### config.mk
export PLATFORM = sky130hd
export DESIGN_NAME = lcd_timing_gen_flat
export DESIGN_NICKNAME = d
export VERILOG_FILES = /design/src/rtl/lcd_timing_gen_if.sv /design/src/rtl/lcd_timing_gen.sv /design/src/flat_wrapper.sv
export SDC_FILE = /design/constraint.sdc
export NUM_CORES = 1
export LEC_CHECK = 0
export CORE_MARGIN = 1.5
export CORE_UTILIZATION = 50
export DETAILED_ROUTE_END_ITERATION = 10
export GPL_TIMING_DRIVEN = 0
export MAX_ROUTING_LAYER = met4
export PLACE_DENSITY = 0.75
export RECOVER_POWER = 25
export SLEW_MARGIN = 20
export SYNTH_ARGS = -nofsm -noshare
export SYNTH_HDL_FRONTEND = slang
export SYNTH_SLANG_ARGS = --single-unit
### constraint.sdc
create_clock -name clk -period 2.7 [get_ports clk]
set_input_delay 0.54 -clock clk [delete_from_list [all_inputs] [get_ports clk]]
set_output_delay 0.54 -clock clk [all_outputs]
set_load 0.02 [all_outputs]
### src/rtl/lcd_timing_gen_if.sv
// Panel-side signal bundle of the LCD timing generator: PLL lock in, sync/DE/coordinates out.
// The master side is the timing generator, the slave side is the renderer/panel consumer.
interface lcd_timing_gen_if;
    logic       lock;
    logic       ready;
    logic       hsync;
    logic       vsync;
    logic       de;
    logic [9:0] x;
    logic [9:0] y;
    logic       frame_start;
    logic       line_start;

    modport master (
        input  lock,
        output ready, hsync, vsync, de, x, y, frame_start, line_start
    );

    modport slave (
        output lock,
        input  ready, hsync, vsync, de, x, y, frame_start, line_start
    );
endinterface

### src/rtl/lcd_timing_gen.sv
// Pixel-clock timing generator for the 480x272 RGB panel: qualifies PLL lock, then runs
// h/v counters and emits registered sync, data-enable, coordinates and start pulses.
module lcd_timing_gen #(
    parameter int unsigned H_ACTIVE    = 480,
    parameter int unsigned H_FP        = 2,
    parameter int unsigned H_SYNC      = 41,
    parameter int unsigned H_BP        = 2,
    parameter int unsigned V_ACTIVE    = 272,
    parameter int unsigned V_FP        = 2,
    parameter int unsigned V_SYNC      = 10,
    parameter int unsigned V_BP        = 2,
    parameter bit          SYNC_POL    = 1'b0,
    parameter int unsigned LOCK_CYCLES = 16
) (
    input  logic              clk,
    input  logic              rst,
    lcd_timing_gen_if.master  bus
);

    localparam int unsigned H_TOTAL = H_ACTIVE + H_FP + H_SYNC + H_BP;
    localparam int unsigned V_TOTAL = V_ACTIVE + V_FP + V_SYNC + V_BP;
    localparam int unsigned LW      = $clog2(LOCK_CYCLES + 1);

    localparam logic [9:0]    H_LAST   = 10'(H_TOTAL - 1);
    localparam logic [9:0]    V_LAST   = 10'(V_TOTAL - 1);
    localparam logic [9:0]    H_ACT    = 10'(H_ACTIVE);
    localparam logic [9:0]    V_ACT    = 10'(V_ACTIVE);
    localparam logic [9:0]    HS_BEG   = 10'(H_ACTIVE + H_FP);
    localparam logic [9:0]    HS_END   = 10'(H_ACTIVE + H_FP + H_SYNC);
    localparam logic [9:0]    VS_BEG   = 10'(V_ACTIVE + V_FP);
    localparam logic [9:0]    VS_END   = 10'(V_ACTIVE + V_FP + V_SYNC);
    localparam logic [LW-1:0] LOCK_LAST = LW'(LOCK_CYCLES - 1);

    if (H_TOTAL > 1024 || V_TOTAL > 1024) begin : g_bad_totals
        $error("lcd_timing_gen: H_TOTAL/V_TOTAL exceed the 10-bit counter range");
    end

    typedef enum logic {
        WAIT_LOCK = 1'b0,
        RUN       = 1'b1
    } state_t;

    state_t          r_state;
    state_t          w_next;
    logic [LW-1:0]   r_lock_cnt;
    logic [9:0]      r_h;
    logic [9:0]      r_v;

    logic            r_ready;
    logic            r_hsync;
    logic            r_vsync;
    logic            r_de;
    logic [9:0]      r_x;
    logic [9:0]      r_y;
    logic            r_frame_start;
    logic            r_line_start;

    logic            w_run_go;
    logic            w_active;
    logic            w_hs;
    logic            w_vs;

    always_ff @(posedge clk) begin
        if (rst) begin
            r_state <= WAIT_LOCK;
        end else begin
            r_state <= w_next;
        end
    end

    always_comb begin
        w_next   = r_state;
        w_run_go = 1'b0;
        case (r_state)
            WAIT_LOCK: begin
                if (bus.lock && r_lock_cnt == LOCK_LAST) begin
                    w_next = RUN;
                end
            end
            RUN: begin
                if (bus.lock) begin
                    w_run_go = 1'b1;
                end else begin
                    w_next = WAIT_LOCK;
                end
            end
            default: w_next = WAIT_LOCK;
        endcase
    end

    // A lock drop outranks a pending wrap: counters only advance while RUN and locked.
    always_ff @(posedge clk) begin
        if (rst) begin
            r_lock_cnt <= '0;
            r_h        <= '0;
            r_v        <= '0;
        end else if (w_run_go) begin
            r_lock_cnt <= '0;
            if (r_h == H_LAST) begin
                r_h <= '0;
                r_v <= (r_v == V_LAST) ? '0 : r_v + 10'd1;
            end else begin
                r_h <= r_h + 10'd1;
            end
        end else begin
            r_h <= '0;
            r_v <= '0;
            if (r_state == WAIT_LOCK && bus.lock && r_lock_cnt != LOCK_LAST) begin
                r_lock_cnt <= r_lock_cnt + LW'(1);
            end else begin
                r_lock_cnt <= '0;
            end
        end
    end

    always_comb begin
        w_active = (r_h < H_ACT) && (r_v < V_ACT);
        w_hs     = (r_h >= HS_BEG) && (r_h < HS_END);
        w_vs     = (r_v >= VS_BEG) && (r_v < VS_END);
    end

    always_ff @(posedge clk) begin
        if (rst || !w_run_go) begin
            r_ready       <= 1'b0;
            r_hsync       <= ~SYNC_POL;
            r_vsync       <= ~SYNC_POL;
            r_de          <= 1'b0;
            r_x           <= '0;
            r_y           <= '0;
            r_frame_start <= 1'b0;
            r_line_start  <= 1'b0;
        end else begin
            r_ready       <= 1'b1;
            r_hsync       <= w_hs ? SYNC_POL : ~SYNC_POL;
            r_vsync       <= w_vs ? SYNC_POL : ~SYNC_POL;
            r_de          <= w_active;
            r_x           <= r_h;
            r_y           <= r_v;
            r_frame_start <= (r_h == '0) && (r_v == '0);
            r_line_start  <= (r_h == '0);
        end
    end

    assign bus.ready       = r_ready;
    assign bus.hsync       = r_hsync;
    assign bus.vsync       = r_vsync;
    assign bus.de          = r_de;
    assign bus.x           = r_x;
    assign bus.y           = r_y;
    assign bus.frame_start = r_frame_start;
    assign bus.line_start  = r_line_start;

endmodule
### src/flat_wrapper.sv
// flat-port wrapper written by rule: the top's interface ports become plain ports
module lcd_timing_gen_flat 
#(
    parameter int unsigned H_ACTIVE    = 480,
    parameter int unsigned H_FP        = 2,
    parameter int unsigned H_SYNC      = 41,
    parameter int unsigned H_BP        = 2,
    parameter int unsigned V_ACTIVE    = 272,
    parameter int unsigned V_FP        = 2,
    parameter int unsigned V_SYNC      = 10,
    parameter int unsigned V_BP        = 2,
    parameter bit          SYNC_POL    = 1'b0,
    parameter int unsigned LOCK_CYCLES = 16
)
  (clk, rst, bus_lock, bus_ready, bus_hsync, bus_vsync, bus_de, bus_x, bus_y, bus_frame_start, bus_line_start);
  lcd_timing_gen_if bus_i ();
  input  logic clk;
  input  logic rst;
  input wire logic [$bits(bus_i.lock)-1:0] bus_lock;
  output wire logic [$bits(bus_i.ready)-1:0] bus_ready;
  output wire logic [$bits(bus_i.hsync)-1:0] bus_hsync;
  output wire logic [$bits(bus_i.vsync)-1:0] bus_vsync;
  output wire logic [$bits(bus_i.de)-1:0] bus_de;
  output wire logic [$bits(bus_i.x)-1:0] bus_x;
  output wire logic [$bits(bus_i.y)-1:0] bus_y;
  output wire logic [$bits(bus_i.frame_start)-1:0] bus_frame_start;
  output wire logic [$bits(bus_i.line_start)-1:0] bus_line_start;
  assign bus_i.lock = bus_lock;
  assign bus_ready = bus_i.ready;
  assign bus_hsync = bus_i.hsync;
  assign bus_vsync = bus_i.vsync;
  assign bus_de = bus_i.de;
  assign bus_x = bus_i.x;
  assign bus_y = bus_i.y;
  assign bus_frame_start = bus_i.frame_start;
  assign bus_line_start = bus_i.line_start;
  lcd_timing_gen #(.H_ACTIVE(H_ACTIVE), .H_FP(H_FP), .H_SYNC(H_SYNC), .H_BP(H_BP), .V_ACTIVE(V_ACTIVE), .V_FP(V_FP), .V_SYNC(V_SYNC), .V_BP(V_BP), .SYNC_POL(SYNC_POL), .LOCK_CYCLES(LOCK_CYCLES)) u_core (.clk(clk), .rst(rst), .bus(bus_i));
endmodule
==> flow_summary.yaml, run 1 <==
run_status:
  status: "completed"
placement:
  gp_congestion: 0.785
  hpwlAfterDp_um: 2250
  pre_cts_slack_ns: 0.170
  io_buffers: 28
sta:
  slew_headroom: 0.489
  hold_viol: 0
  fin_ws_ns: 0.446
  finalMaxSlewViolations: 0
  tightest_slew_ns: 0.762
  timing.final.crit_period_ns: 2.25
  fmax_mhz: 444
  rsz0062_at_grt: "false"
  min_period_over_period: 0.835
  setup_viol: 0
  clock_skew_ns: 0.00262
  setup_tns_ns: 0
power:
  power.total_w: 0.00122
  ir_drop_mv: 0.313
  pwr_density_cell_mw_per_mm2: 511
  p_leak_nw: 0.887
layout:
  final_nets: 246
  diodes: 0
  drive_above_1_share: 0.0591
  multi_input_area_um2: 865
  area_growth_pct: 22.2
  final_common_cell: "dfxtp_1"
  mostFrequentLayoutCells: "dfxtp_1, nor2_1, clkdlybuf4s50_1"
  nFillCells: 331
  register_area_mm2: 0.00104
synthesis:
  synth_edf_count: 0
  syn-mean-instance-area_um2: 9.74
  syn_area_mm2: 0.00196
  synthArstFlopShare: 0
  synth_cells: 201
  synth_cell_types: 34
  synth_fp_nets: 211
  synth-main-ff-cell: "dfxtp_1"
  ys.warnings.count: 0
  yosysSeqAreaShare: 0.532
  ys_ff_latch: 52
critical_path:
  startpoint: "bus_lock"
  endpoint_kind: "register"
  r2r_setup_slack_ns: 0.79
  slowest_delay_ns: 0.51
  endpoint: "u_core.r_v[5]$_SDFFE_PN0N_"
  rr_endpoint: "u_core.r_v[1]$_SDFFE_PN0N_"
  rr_worst_depth: 6
  crit_arrival_ns: 2.48
  criticalPathCategory: "in2reg"
  cp_max_fo: 10
  path_cells: "dlygate4sd3_1 -> nor2b_1 -> nand2_1 -> inv_1 -> clkbuf_1 -> o21ai_1 -> a21oi_1"
  cp_slowest_cell: "dlygate4sd3_1"
  startpoint_type: "primary input"
  crit_required_ns: 2.92
  worstReg2RegStart: "u_core.r_h[0]$_SDFF_PP0_"
floorplanning:
  fp.dieH_um: 65.6
  dieWidth_um: 65.6
  coreArea_mm2: 0.00372
  row_count: 22
  start_util: 0.527
  die-area_mm2: 0.00430
  io_pins: 29
min_path:
  worstHoldPathType: "reg2reg"
  min_delay_path_depth: 1
  holdCritStartpoint: "u_core.r_lock_cnt[0]$_SDFF_PP0_"
cts:
  cts-htree-levels: 2
  cts_root_buf: "clkbuf_8"
  clk_pin_slew_ns: 0.09
  postCtsHoldBufs: 0
  cts_setup_buffers: 0
  tritoncts: "yes"
  cts.path.max_buffers: 2
  cts.repair.resized: 0
  cts_num_sinks: 52
  insertion_delay_ns: 0.30
  cts_buffers: 5
flow_run:
  maxCapViolations: 0
detailed_routing:
  wirelength_um: 3250
  dr.first_iter.drc_count: 47
  ant_nets: 0
  avgRoutedWirePerCell_um: 11.4
  viasPerCell: 5.02
  vias: 1432
  drc_errors: 0
  drt_first_pass_iters: 4
global_routing:
  antenna_found_initial: 0
  grt_pass1_wl_um: 5820
  grt_start_max_net_pins: 16
  overflow: 0
  grt_use_total: 0.179
  grt_pass1_vias: 1350
-- layout make-up --
class                      count  share of cell area
clock inverter                 1             0.00314
timing repair buffer          28               0.117
sequential                    52               0.435
tap                           48              0.0251
inverter                       6             0.00941
multi-input combinational    136               0.361
clock buffer                   7              0.0361
buffer                         7              0.0126
-- how the worst min path moves through the flow --
stage and end:
4_1_cts u_core.r_lock_cnt[0]$_SDFF_PP0_, 3_3_place_gp u_core.r_lock_cnt[0]$_SDFF_PP0_, 3_5_place_dp u_core.r_lock_cnt[0]$_SDFF_PP0_, 5_1_grt u_core.r_lock_cnt[0]$_SDFF_PP0_, 2_1_floorplan u_core.r_lock_cnt[0]$_SDFF_PP0_, 6_report u_core.r_lock_cnt[0]$_SDFF_PP0_
-- registers in the layout, indices dropped and copies added, names as in the netlist, 5 cells and up --
register	flops
u_core.bus.x	10
u_core.bus.y	10
u_core.r_h	10
u_core.r_lock_cnt	5
u_core.r_v	10
-- cell usage after synthesis, types with 3 or more instances --
| cell type | count | area share |
|---|---|---|
| and2_1 | 16 | 0.051 |
| nor2_1 | 23 | 0.044 |
| or4_1 | 3 | 0.012 |
| ha_1 | 7 | 0.045 |
| o31ai_1 | 3 | 0.012 |
| nand4_1 | 7 | 0.022 |
| clkbuf_1 | 4 | 0.0077 |
| nand2_1 | 13 | 0.025 |
| xor2_1 | 10 | 0.045 |
| nor2b_1 | 4 | 0.013 |
| a21oi_1 | 6 | 0.015 |
| inv_1 | 6 | 0.012 |
| and3_1 | 7 | 0.022 |
| dfxtp_1 | 52 | 0.53 |
| o21ai_0 | 4 | 0.010 |
| or3_1 | 3 | 0.0096 |
| nor4_1 | 3 | 0.0096 |
| nand3_1 | 7 | 0.018 |
| buf_2 | 3 | 0.0077 |
| xnor2_1 | 3 | 0.013 |
-- cell families (layout without fill, tap and decap cells) --
logic type	count (synthesis)	after routing	share of synthesized area
AO/OA/AOI/OAI	19	19	0.0588
multiplexers	1	1	0.00511
buffers and inverters	13	49	0.0268
XOR/XNOR	13	13	0.0581
AND/OR/NAND/NOR	96	96	0.275
adder cells (fa/ha/maj)	7	7	0.0447
flip-flops	52	52	0.532
-- where the power goes --
group          leakage (nW)  switching [W]  internal (W)
clock                0.0445       0.000240      0.000209
sequential            0.419     0.00000100      0.000768
combinational         0.424     0.00000242    0.00000381
-- metrics by stage --
stage | hold slack, ns | instances | utilization | cell area [um2]
after floorplan | 0.418 | 201 | - | 1960
after global placement | 0.434 | 277 | 0.619 | 2300
after detailed placement | 0.442 | 277 | 0.619 | 2300
after CTS | 0.462 | 285 | 0.644 | 2390
after global routing | 0.491 | 285 | 0.644 | 2390
final | 0.462 | 285 | 0.644 | 2390
-- routing by layer --
metal  global-route usage  part of all wire  vias up  wire length, um
met1                0.233              0.53      644             1720
met4               0.0495            0.0074        0               24
li1                     -                 -      753                -
met5                    -                 0        -                0
met3               0.0514             0.041        2              132
met2                0.274              0.42       33             1370
-- worst max-delay path, delay by kind of cell --
family,cells,cell delay (ns)
AND/OR/NAND/NOR,2,0.37
AO/OA/AOI/OAI,2,0.58
buffers and inverters,3,0.97
No activity file was read; power rests on OpenSTA's default activity.
==> run 2, diff against run 1 <==
==> constraint.sdc (replaced) <==
create_clock -name clk -period 2.4 [get_ports clk]
set_input_delay 0.48 -clock clk [delete_from_list [all_inputs] [get_ports clk]]
set_output_delay 0.48 -clock clk [all_outputs]
set_load 0.02 [all_outputs]
==> run 2 against run 1 <==
  * Worst setup slack got worse by 0.17 ns
  * Largest cell class unchanged
  * Critical endpoint unchanged
  * Critical path depth unchanged
  * Routed wire length unchanged
  * Count of clock-buffer cells in the layout unchanged
  * Cell area unchanged
==> flow_summary.yaml, run 2 (synthesis results as in run 1) <==
run_status:
  status: "completed"
critical_path:
  worstReg2RegStart: "u_core.r_h[0]$_SDFF_PP0_"
  crit_arrival_ns: 2.35
  rr_worst_depth: 6
  cp_max_fo: 10
  cp_slowest_cell: "clkdlybuf4s50_1"
  rr_endpoint: "u_core.r_v[1]$_SDFFE_PN0N_"
  crit_required_ns: 2.62
  slowest_delay_ns: 0.44
  r2r_setup_slack_ns: 0.49
  startpoint_type: "primary input"
  endpoint_kind: "register"
  criticalPathCategory: "in2reg"
  path_cells: "clkdlybuf4s50_1 -> nor2b_1 -> nand2_1 -> inv_1 -> clkbuf_1 -> o21ai_1 -> a21oi_1"
global_routing:
  grt_start_max_net_pins: 16
  grt_use_total: 0.179
  antenna_found_initial: 0
  grt_pass1_wl_um: 5820
  grt_pass1_vias: 1350
  overflow: 0
sta:
  fmax_mhz: 471
  rsz0062_at_grt: "false"
  timing.final.crit_period_ns: 2.12
  min_period_over_period: 0.885
  tightest_slew_ns: 0.762
  slew_headroom: 0.489
  hold_viol: 0
  clock_skew_ns: 0.00262
  finalMaxSlewViolations: 0
  setup_viol: 0
placement:
  gp_congestion: 0.785
  io_buffers: 28
  hpwlAfterDp_um: 2250
  dp_cells: 277
floorplanning:
  dieWidth_um: 65.6
  die-area_mm2: 0.00430
  start_util: 0.527
  row_count: 22
  fp.dieH_um: 65.6
  io_pins: 29
  coreArea_mm2: 0.00372
detailed_routing:
  viasPerCell: 5.02
  avgRoutedWirePerCell_um: 11.4
  drc_errors: 0
  drt_first_pass_iters: 4
  wirelength_um: 3250
  ant_nets: 0
  dr.first_iter.drc_count: 47
  vias: 1432
layout:
  final_util: 0.644
  final_nets: 246
  mostFrequentLayoutCells: "dfxtp_1, nor2_1, clkdlybuf4s50_1"
  diodes: 0
  drive_above_1_share: 0.0591
  final_cells: 285
  area_growth_pct: 22.2
  final_common_cell: "dfxtp_1"
min_path:
  min_delay_path_depth: 1
  hold_end: "u_core.r_lock_cnt[0]$_SDFF_PP0_"
  worstHoldPathType: "reg2reg"
  holdCritStartpoint: "u_core.r_lock_cnt[0]$_SDFF_PP0_"
cts:
  cts.path.max_buffers: 2
  cts-htree-levels: 2
  clk_pin_slew_ns: 0.09
  cts_setup_buffers: 0
  cts_num_sinks: 52
  postCtsHoldBufs: 0
  cts.repair.resized: 0
  insertion_delay_ns: 0.30
  cts_buffers: 5
  tritoncts: "yes"
  cts_root_buf: "clkbuf_8"
power:
  pwr_density_cell_mw_per_mm2: 575
  p_leak_nw: 0.887
  ir_drop_mv: 0.352
flow_run:
  maxCapViolations: 0
[run 2: cell types whose count changed in the layout (fill, tap and decap cells not counted), sizes merged]
| cell | before | now |
|---|---|---|
| clkdlybuf4s50 | 21 | 22 |
| dlygate4sd3 | 7 | 6 |
[run 2: report_power, final]
part | switching [W] | total [W] | internal [W]
Combinational | 0.00000272 | 0.00000733 | 0.00000461
Sequential | 0.00000113 | 0.000865 | 0.000863
Clock | 0.000270 | 0.000504 | 0.000235
Total | 0.000274 | 0.00138 | 0.00110
[run 2: final cells by class]
type                       count  area [um2]
fill                         331        1320
clock buffer                   7        86.3
timing repair buffer          28         280
clock inverter                 1        7.51
sequential                    52        1040
buffer                         7        30.0
inverter                       6        22.5
tap                           48        60.1
multi-input combinational    136         865
[run 2: routing by layer]
layer,part of all wire,GRT usage,vias to the layer above,routed length (um)
li1,-,-,753,-
met1,0.53,0.233,644,1720
met2,0.42,0.274,33,1370
met3,0.041,0.0514,2,132
met4,0.0074,0.0495,0,24
met5,0,-,-,0
[run 2: critical path, delay by kind of cell]
family,cells,cell delay (ns)
buf+inv,3,0.90
simple gates,2,0.37
compound gates,2,0.58
[run 2: metrics by stage]
step                      TNS [ns]  worst slack, ns  hold slack, ns  total power, W  cell area (um2)
after floorplan                  0            0.784           0.418        0.000888             1960
after global placement      -0.454          -0.0697           0.434        0.000892             2300
after global routing             0           0.0558           0.491         0.00143             2390
after CTS                        0            0.243           0.462         0.00139             2390
final                            0            0.276           0.462         0.00138             2390
after detailed placement    -0.358          -0.0705           0.442        0.000893             2300
[run 2: worst max-delay path by stage]
stage	from	endpoint	slack [ns]	cells past startpoint
after floorplan	u_core.r_h[0]$_SDFF_PP0_	u_core.r_v[9]$_SDFFE_PN0N_	0.78	6
after global placement	bus_lock	u_core.r_v[5]$_SDFFE_PN0N_	-0.07	7
after detailed placement	bus_lock	u_core.r_v[5]$_SDFFE_PN0N_	-0.07	7
after CTS	bus_lock	u_core.r_v[5]$_SDFFE_PN0N_	0.24	7
after global routing	bus_lock	u_core.r_v[9]$_SDFFE_PN0N_	0.06	7
final	bus_lock	u_core.r_v[5]$_SDFFE_PN0N_	0.28	7
